===== src/rtl/musicbox_sdram_pkg.sv =====
// Shared types and helpers for the MusicBox SDRAM access path.
// Provides the arbiter state type, SDRAM widths and a round-robin pick.
package musicbox_sdram_pkg;

    localparam int SDRAM_ADDR_W = 25;
    localparam int SDRAM_DATA_W = 16;

    typedef enum logic [1:0] {
        ARB_IDLE,
        ARB_ISSUE,
        ARB_WAIT_READ
    } arb_state_t;

    // First set bit of req searching upward from last+1 with wrap over
    // n entries (n in 2..8). Returns last when nothing is set.
    function automatic logic [2:0] rr_pick(
        input logic [7:0]  req,
        input logic [2:0]  last,
        input int unsigned n
    );
        logic [2:0]  pick;
        logic        found;
        int unsigned idx;
        pick  = last;
        found = 1'b0;
        for (int unsigned k = 1; k <= 8; k++) begin
            idx = (32'(last) + k) % n;
            if (k <= n && !found && req[idx[2:0]]) begin
                pick  = idx[2:0];
                found = 1'b1;
            end
        end
        return pick;
    endfunction

endpackage


===== src/rtl/rr_priority_picker.sv =====
// Combinational round-robin picker: rotate past last_i, find first set.
// Ports: req_i request vector, last_i previous winner, idx_o/any_o result.
module rr_priority_picker
    import musicbox_sdram_pkg::*;
#(
    parameter int NUM_REQ = 3,
    parameter int IDX_W   = $clog2(NUM_REQ)
) (
    input  logic [NUM_REQ-1:0] req_i,
    input  logic [IDX_W-1:0]   last_i,
    output logic [IDX_W-1:0]   idx_o,
    output logic               any_o
);

    logic [2:0] pick;

    assign pick  = rr_pick(8'(req_i), 3'(last_i), NUM_REQ);
    assign idx_o = IDX_W'(pick);
    assign any_o = |req_i;

endmodule


===== src/rtl/sdram_access_arbiter.sv =====
// Round-robin sequencer sharing one SDRAM command port among NUM_REQ users.
// Ports: req_* per-requester command/grant/done, sdram_* controller side.
// Optional SDRAM_ARB_TIMEOUT_EN: read-data watchdog driving req_error.
module sdram_access_arbiter
    import musicbox_sdram_pkg::*;
#(
    parameter int NUM_REQ        = 3,
    parameter int ADDR_W         = SDRAM_ADDR_W,
    parameter int DATA_W         = SDRAM_DATA_W,
    parameter int TIMEOUT_CYCLES = 1024
) (
    input  logic                      clock_50Mhz,
    input  logic                      reset_n,
    input  logic [NUM_REQ-1:0]        req_valid,
    input  logic [NUM_REQ-1:0]        req_isWriting,
    input  logic [NUM_REQ*ADDR_W-1:0] req_address,
    input  logic [NUM_REQ*DATA_W-1:0] req_writeData,
    output logic [NUM_REQ-1:0]        req_grant,
    output logic [NUM_REQ-1:0]        req_done,
    output logic [DATA_W-1:0]         req_readData,
    output logic                      req_error,
    output logic [ADDR_W-1:0]         sdram_inputAddress,
    output logic [DATA_W-1:0]         sdram_writeData,
    output logic                      sdram_isWriting,
    output logic                      sdram_inputValid,
    input  logic [DATA_W-1:0]         sdram_readData,
    input  logic                      sdram_outputValid,
    input  logic                      sdram_recievedCommand,
    input  logic                      sdram_isBusy
);

    localparam int IDX_W = $clog2(NUM_REQ);

    if (NUM_REQ < 2 || NUM_REQ > 8 || TIMEOUT_CYCLES < 2) begin : g_bad_param
        $error("sdram_access_arbiter: parameter out of range");
    end

    arb_state_t          state_q, state_d;
    logic [IDX_W-1:0]    last_q, last_d;
    logic [NUM_REQ-1:0]  grant_q, grant_d;
    logic [NUM_REQ-1:0]  done_q, done_d;
    logic [DATA_W-1:0]   rdata_q, rdata_d;
    logic [ADDR_W-1:0]   addr_q, addr_d;
    logic [DATA_W-1:0]   wdata_q, wdata_d;
    logic                wr_q, wr_d;
    logic                valid_q, valid_d;
    logic [IDX_W-1:0]    pick;
    logic                any_req;

`ifdef SDRAM_ARB_TIMEOUT_EN
    localparam int CNT_W = $clog2(TIMEOUT_CYCLES + 1);
    logic [CNT_W-1:0]    cnt_q, cnt_d;
    logic                err_q, err_d;
`endif

    rr_priority_picker #(
        .NUM_REQ (NUM_REQ),
        .IDX_W   (IDX_W)
    ) u_pick (
        .req_i   (req_valid),
        .last_i  (last_q),
        .idx_o   (pick),
        .any_o   (any_req)
    );

    always_comb begin
        state_d = state_q;
        last_d  = last_q;
        grant_d = grant_q;
        done_d  = '0;
        rdata_d = rdata_q;
        addr_d  = addr_q;
        wdata_d = wdata_q;
        wr_d    = wr_q;
        valid_d = valid_q;
`ifdef SDRAM_ARB_TIMEOUT_EN
        cnt_d   = cnt_q;
        err_d   = 1'b0;
`endif
        unique case (state_q)
            ARB_IDLE: begin
                // The cycle carrying req_done is a mandatory gap so the
                // finished owner can drop req_valid before re-arbitration.
                if (!sdram_isBusy && any_req && ~|done_q) begin
                    addr_d        = req_address[int'(pick)*ADDR_W +: ADDR_W];
                    wdata_d       = req_writeData[int'(pick)*DATA_W +: DATA_W];
                    wr_d          = req_isWriting[pick];
                    grant_d       = '0;
                    grant_d[pick] = 1'b1;
                    valid_d       = 1'b1;
                    last_d        = pick;
                    state_d       = ARB_ISSUE;
                end
            end
            ARB_ISSUE: begin
                if (sdram_recievedCommand) begin
                    valid_d = 1'b0;
                    if (wr_q) begin
                        done_d  = grant_q;
                        grant_d = '0;
                        state_d = ARB_IDLE;
                    end else if (sdram_outputValid) begin
                        rdata_d = sdram_readData;
                        done_d  = grant_q;
                        grant_d = '0;
                        state_d = ARB_IDLE;
                    end else begin
                        state_d = ARB_WAIT_READ;
`ifdef SDRAM_ARB_TIMEOUT_EN
                        cnt_d   = '0;
`endif
                    end
                end
            end
            ARB_WAIT_READ: begin
                if (sdram_outputValid) begin
                    rdata_d = sdram_readData;
                    done_d  = grant_q;
                    grant_d = '0;
                    state_d = ARB_IDLE;
                end
`ifdef SDRAM_ARB_TIMEOUT_EN
                else if (cnt_q == CNT_W'(TIMEOUT_CYCLES - 1)) begin
                    rdata_d = '0;
                    done_d  = grant_q;
                    err_d   = 1'b1;
                    grant_d = '0;
                    state_d = ARB_IDLE;
                end else begin
                    cnt_d = cnt_q + 1'b1;
                end
`endif
            end
            default: state_d = ARB_IDLE;
        endcase
    end

    always_ff @(posedge clock_50Mhz or negedge reset_n) begin
        if (!reset_n) begin
            state_q <= ARB_IDLE;
            last_q  <= IDX_W'(NUM_REQ - 1);
            grant_q <= '0;
            done_q  <= '0;
            rdata_q <= '0;
            addr_q  <= '0;
            wdata_q <= '0;
            wr_q    <= 1'b0;
            valid_q <= 1'b0;
        end else begin
            state_q <= state_d;
            last_q  <= last_d;
            grant_q <= grant_d;
            done_q  <= done_d;
            rdata_q <= rdata_d;
            addr_q  <= addr_d;
            wdata_q <= wdata_d;
            wr_q    <= wr_d;
            valid_q <= valid_d;
        end
    end

`ifdef SDRAM_ARB_TIMEOUT_EN
    always_ff @(posedge clock_50Mhz or negedge reset_n) begin
        if (!reset_n) begin
            cnt_q <= '0;
            err_q <= 1'b0;
        end else begin
            cnt_q <= cnt_d;
            err_q <= err_d;
        end
    end
    assign req_error = err_q;
`else
    assign req_error = 1'b0;
`endif

    assign req_grant          = grant_q;
    assign req_done           = done_q;
    assign req_readData       = rdata_q;
    assign sdram_inputAddress = addr_q;
    assign sdram_writeData    = wdata_q;
    assign sdram_isWriting    = wr_q;
    assign sdram_inputValid   = valid_q;

endmodule

===== config.mk =====
export PLATFORM = sky130hd
export DESIGN_NAME = sdram_access_arbiter
export DESIGN_NICKNAME = d
export VERILOG_FILES = /design/src/rtl/musicbox_sdram_pkg.sv /design/src/rtl/rr_priority_picker.sv /design/src/rtl/sdram_access_arbiter.sv
export SDC_FILE = /design/constraint.sdc
export NUM_CORES = 1
export LEC_CHECK = 0
export BUFFER_PORTS_ARGS = -buffer_cell sky130_fd_sc_hd__buf_2
export CORE_AREA = 2 2 95 97
export CTS_CLUSTER_DIAMETER = 200
export CTS_CLUSTER_SIZE = 24
export DETAILED_ROUTE_END_ITERATION = 10
export DIE_AREA = 0 0 97 99
export PLACE_DENSITY = 0.84
export SKIP_LAST_GASP = 1
export SLEW_MARGIN = 20
export SYNTH_ARGS = -nofsm -noshare
export SYNTH_HDL_FRONTEND = slang
export SYNTH_SLANG_ARGS = --single-unit

===== constraint.sdc =====
create_clock -name clock_50Mhz -period 5.7 [get_ports clock_50Mhz]
set_input_delay 1.14 -clock clock_50Mhz [delete_from_list [all_inputs] [get_ports clock_50Mhz]]
set_output_delay 1.14 -clock clock_50Mhz [all_outputs]
set_load 0.02 [all_outputs]

==> results list <==
- Residual antenna-violating net count after detailed routing: 0
- In the routed layout, each cell is associated on average with a via count of 5.42.
* Largest clock skew in the final design: around 0.011 ns
* Max FO, Critical Path: 42
* Sinks on the clock net: between 60 and 70
* Count of warnings emitted by yosys: 0
* GP Congestion: just over 0.8
* Final worst-path setup slack: roughly 2.2 ns
- After synthesis, the mean cell area works out to ~11 um2.
- Number of design-rule violations left by the first detailed-router iteration: around 130
* Top achievable clock speed: approximately 290 MHz
- OpenSTA, run right after detailed placement, puts the worst setup slack at 1.98 ns.
* Initial antenna violation count: 0
- Maximum number of pins on one net before global-route repair: 70
- Setup violations, final: 0
- Commonest non-fill, non-tap cell in the layout: buf_2
* Final min period: around 3.5 ns
- The number of antenna diodes in the final layout is 0.
- Compared with the post-synthesis result, the final layout area differs by 32.2%.
* Post-synthesis compound-gate area fraction: 0.170
- The die is ~97 um wide.
- Portion of the clock cycle consumed by the worst path in the final layout: 0.609
* Clock Pin Slew Worst Setup and Hold Paths: ~0.080 ns
* Share of synthesized cell area in full adder, half adder and majority cells: 0.0305
- Commonest non-fill, non-tap cells in the layout: buf_2 (214), dfrtp_1 (68), nand2_1 (55), nor2_1 (44), a221o_1 (42)
- After detailed routing, the average wire length per cell comes to between 15 and 20 um.
- Across the VDD grid, the largest voltage drop is between 300 and 400 uV.
* CORE AREA: around 8600 um2
* Type of origin of the critical path: flop
- The critical path is of the reg2reg type.
* Final instance area: 5420 um2
* Synthesized netlist net count: between 500 and 600
* Total of max-cap violations: 0
- Async SR Flop Fraction: 1.00
* Setup repair after global routing missed its margin: false
* Sequential area share after synthesis: 0.422
- Post-synth top flop: dfrtp_1
- Measured along the y axis, the die boundary spans 99 um.
* CTS Buf Count: 9
* Total global-route track usage: 0.223
* Fraction of final layout cells with drive strength greater than 1: 0.522
- The floorplan step defined a die boundary enclosing slightly below 10000 um2.
- Mapped Area: roughly 4100 um2
- Counting flops with a built-in enable in the synthesized netlist gives 0.
- TritonCTS built the clock tree.
* CP Capture Type: flop
- Of the total synthesized cell area, the portion taken by AND, OR, NAND and NOR gates is 0.132.
- In this run the count of I/O pins placed on the die edge is ~220.
- Row generation in the floorplan step produced 34 rows.
- The tightest min-delay check is of the reg2reg type.
* Worst-margin pin slew: approximately 0.95 ns
- For this design, the CTS-stage hold fixing added 0 buffers.
- Of the total synthesized cell area, the portion taken by XOR and XNOR cells is 0.
* Number of vias in the routed layout: around 3800
- Of the post-synthesis cell area, the part taken by muxes is 0.200.
- For this run, the detailed router's first-pass iteration total came to 4.
* Overflow left after global routing: 0
- Once placement finished, the instance area stood at roughly 5200 um2.
* Setup repair bufs after CTS: 0
* Status: finished, final reports clean
* WP data arrival: roughly 3.7 ns
- The later pin in the worst-skew pair is clocked with a latency of roughly 0.34 ns.
* Count of final max-slew check failures: 0
* Worst path required time: 5.93 ns
- The total count of hold-check failures in the final report is 0.
- Synthesized instance count: ~380
* Residual DRC: 0
- For this design the ratio of total power to cell area is ~670 nW/um2.
- Resized Gates After CTS: 0
- Counting flops and latches in the post-synthesis netlist gives 69.
* Initial Util: 0.479
* Number of global-route vias before repair: 3721
* Number of input and output port buffers inserted: around 210
- Static Leak: between 2 and 3 nW
- After synthesis, the largest family of logic cells by area is multiplexers.
- After legalization and detailed placement, the total HPWL measured about 8000 um.
* Clock Tree Buf Depth: 2
* Distinct cell type count after synthesis: 49
* Fin Setup TNS: 0 ns
- For this run, the post-layout net count is 739.
- CTS H-Tree Depth: 3
- In this run the tightest slew margin relative to its limit is 0.366.
- Wire length of the first global-routing pass: roughly 17000 um
* Wirelength, routed: 10700 um
- CTS placed an instance of clkbuf_8 at the clock tree root.
power breakdown:
part	switching, mW	internal, mW	total [mW]
Combinational	1.23	1.07	2.30
Clock	0.205	0.254	0.459
Sequential	0.131	0.717	0.847
logic make-up after synthesis:
| group | after synthesis |
|---|---|
| buffers and inverters | 35 |
| adder cells (fa/ha/maj) | 10 |
| flip-flops | 69 |
| AO/OA/AOI/OAI | 76 |
| AND/OR/NAND/NOR | 126 |
| other | 1 |
| multiplexers | 60 |
worst max-delay path: stages, from the launching register on:
cell and delay [ns]:
dfstp_2 0.59, inv_1 0.10, ha_1 0.41, or3b_1 0.39, o21a_2 0.15, or2_4 0.26
a41oi_1 0.22, o32a_2 0.71, nor2_1 0.12, a221o_1 0.38
final cells by class:
class                           instances  area, um2
Fill cell                             707       3130
Timing Repair Buffer                  217       1090
Clock buffer                            9        124
Inverter                                9       33.8
Multi-Input combinational cell        273       2200
Clock inverter                          7        105
Tap cell                              108        135
Sequential cell                        69       1730
routing by layer:
metal	vias up	global-route usage	share of wire
li1	1765	-	-
met1	1780	0.254	0.39
met2	183	0.410	0.52
met3	25	0.0489	0.065
met4	0	0.0834	0.021
met5	-	0	0
per-stage QoR:
| step | hold WS [ns] | power (mW) | cells | utilization |
|---|---|---|---|---|
| after global routing | 0.529 | 3.84 | 692 | 0.633 |
| after detailed placement | 0.494 | 3.17 | 676 | 0.607 |
| final | 0.511 | 3.61 | 692 | 0.633 |
| after global placement | 0.482 | 3.10 | 676 | 0.607 |
| after floorplan | 0.492 | 2.70 | 377 | - |
| after CTS | 0.514 | 3.63 | 692 | 0.633 |
final timing paths:
check	depth (start not counted)	slack [ns]	to	startpoint
max in group asynchronous	2	4.15	sdram_inputAddress[13]	reset_n
worst min register to register	1	0.51	sdram_writeData[12]	sdram_writeData[12]
min in group asynchronous	2	0.96	req_done[1]	reset_n
worst max-delay path	9	2.23	sdram_writeData[0]	last_q[1]
worst max register to register	9	2.23	sdram_writeData[0]	last_q[1]
worst min-delay path	1	0.51	sdram_writeData[12]	sdram_writeData[12]
state kept, by name, summed over array words and instances (netlist names):
name and cells:
req_done 3, last_q 2, sdram_isWriting 1, req_readData 16, sdram_inputValid 1, sdram_writeData 16, sdram_inputAddress 25, state_q 2
req_grant 3
cell usage after synthesis, types with 2 or more instances:
library cell	count	area, um2
nor2_1	45	169
mux2i_1	2	20.0
clkbuf_1	11	41.3
a221o_1	42	420
nor3b_1	2	15.0
ha_1	10	125
a21oi_1	4	20.0
and2_1	7	43.8
o21ai_0	10	50.1
inv_1	9	33.8
nand2_1	56	210
mux2_2	19	214
nand2b_1	3	18.8
dfrtp_1	68	1700
nor3_1	2	10.0
buf_6	5	56.3
nor2b_1	4	25.0
buf_2	9	45.0
mux2_4	39	586
No activity file was read; power rests on OpenSTA's default activity.
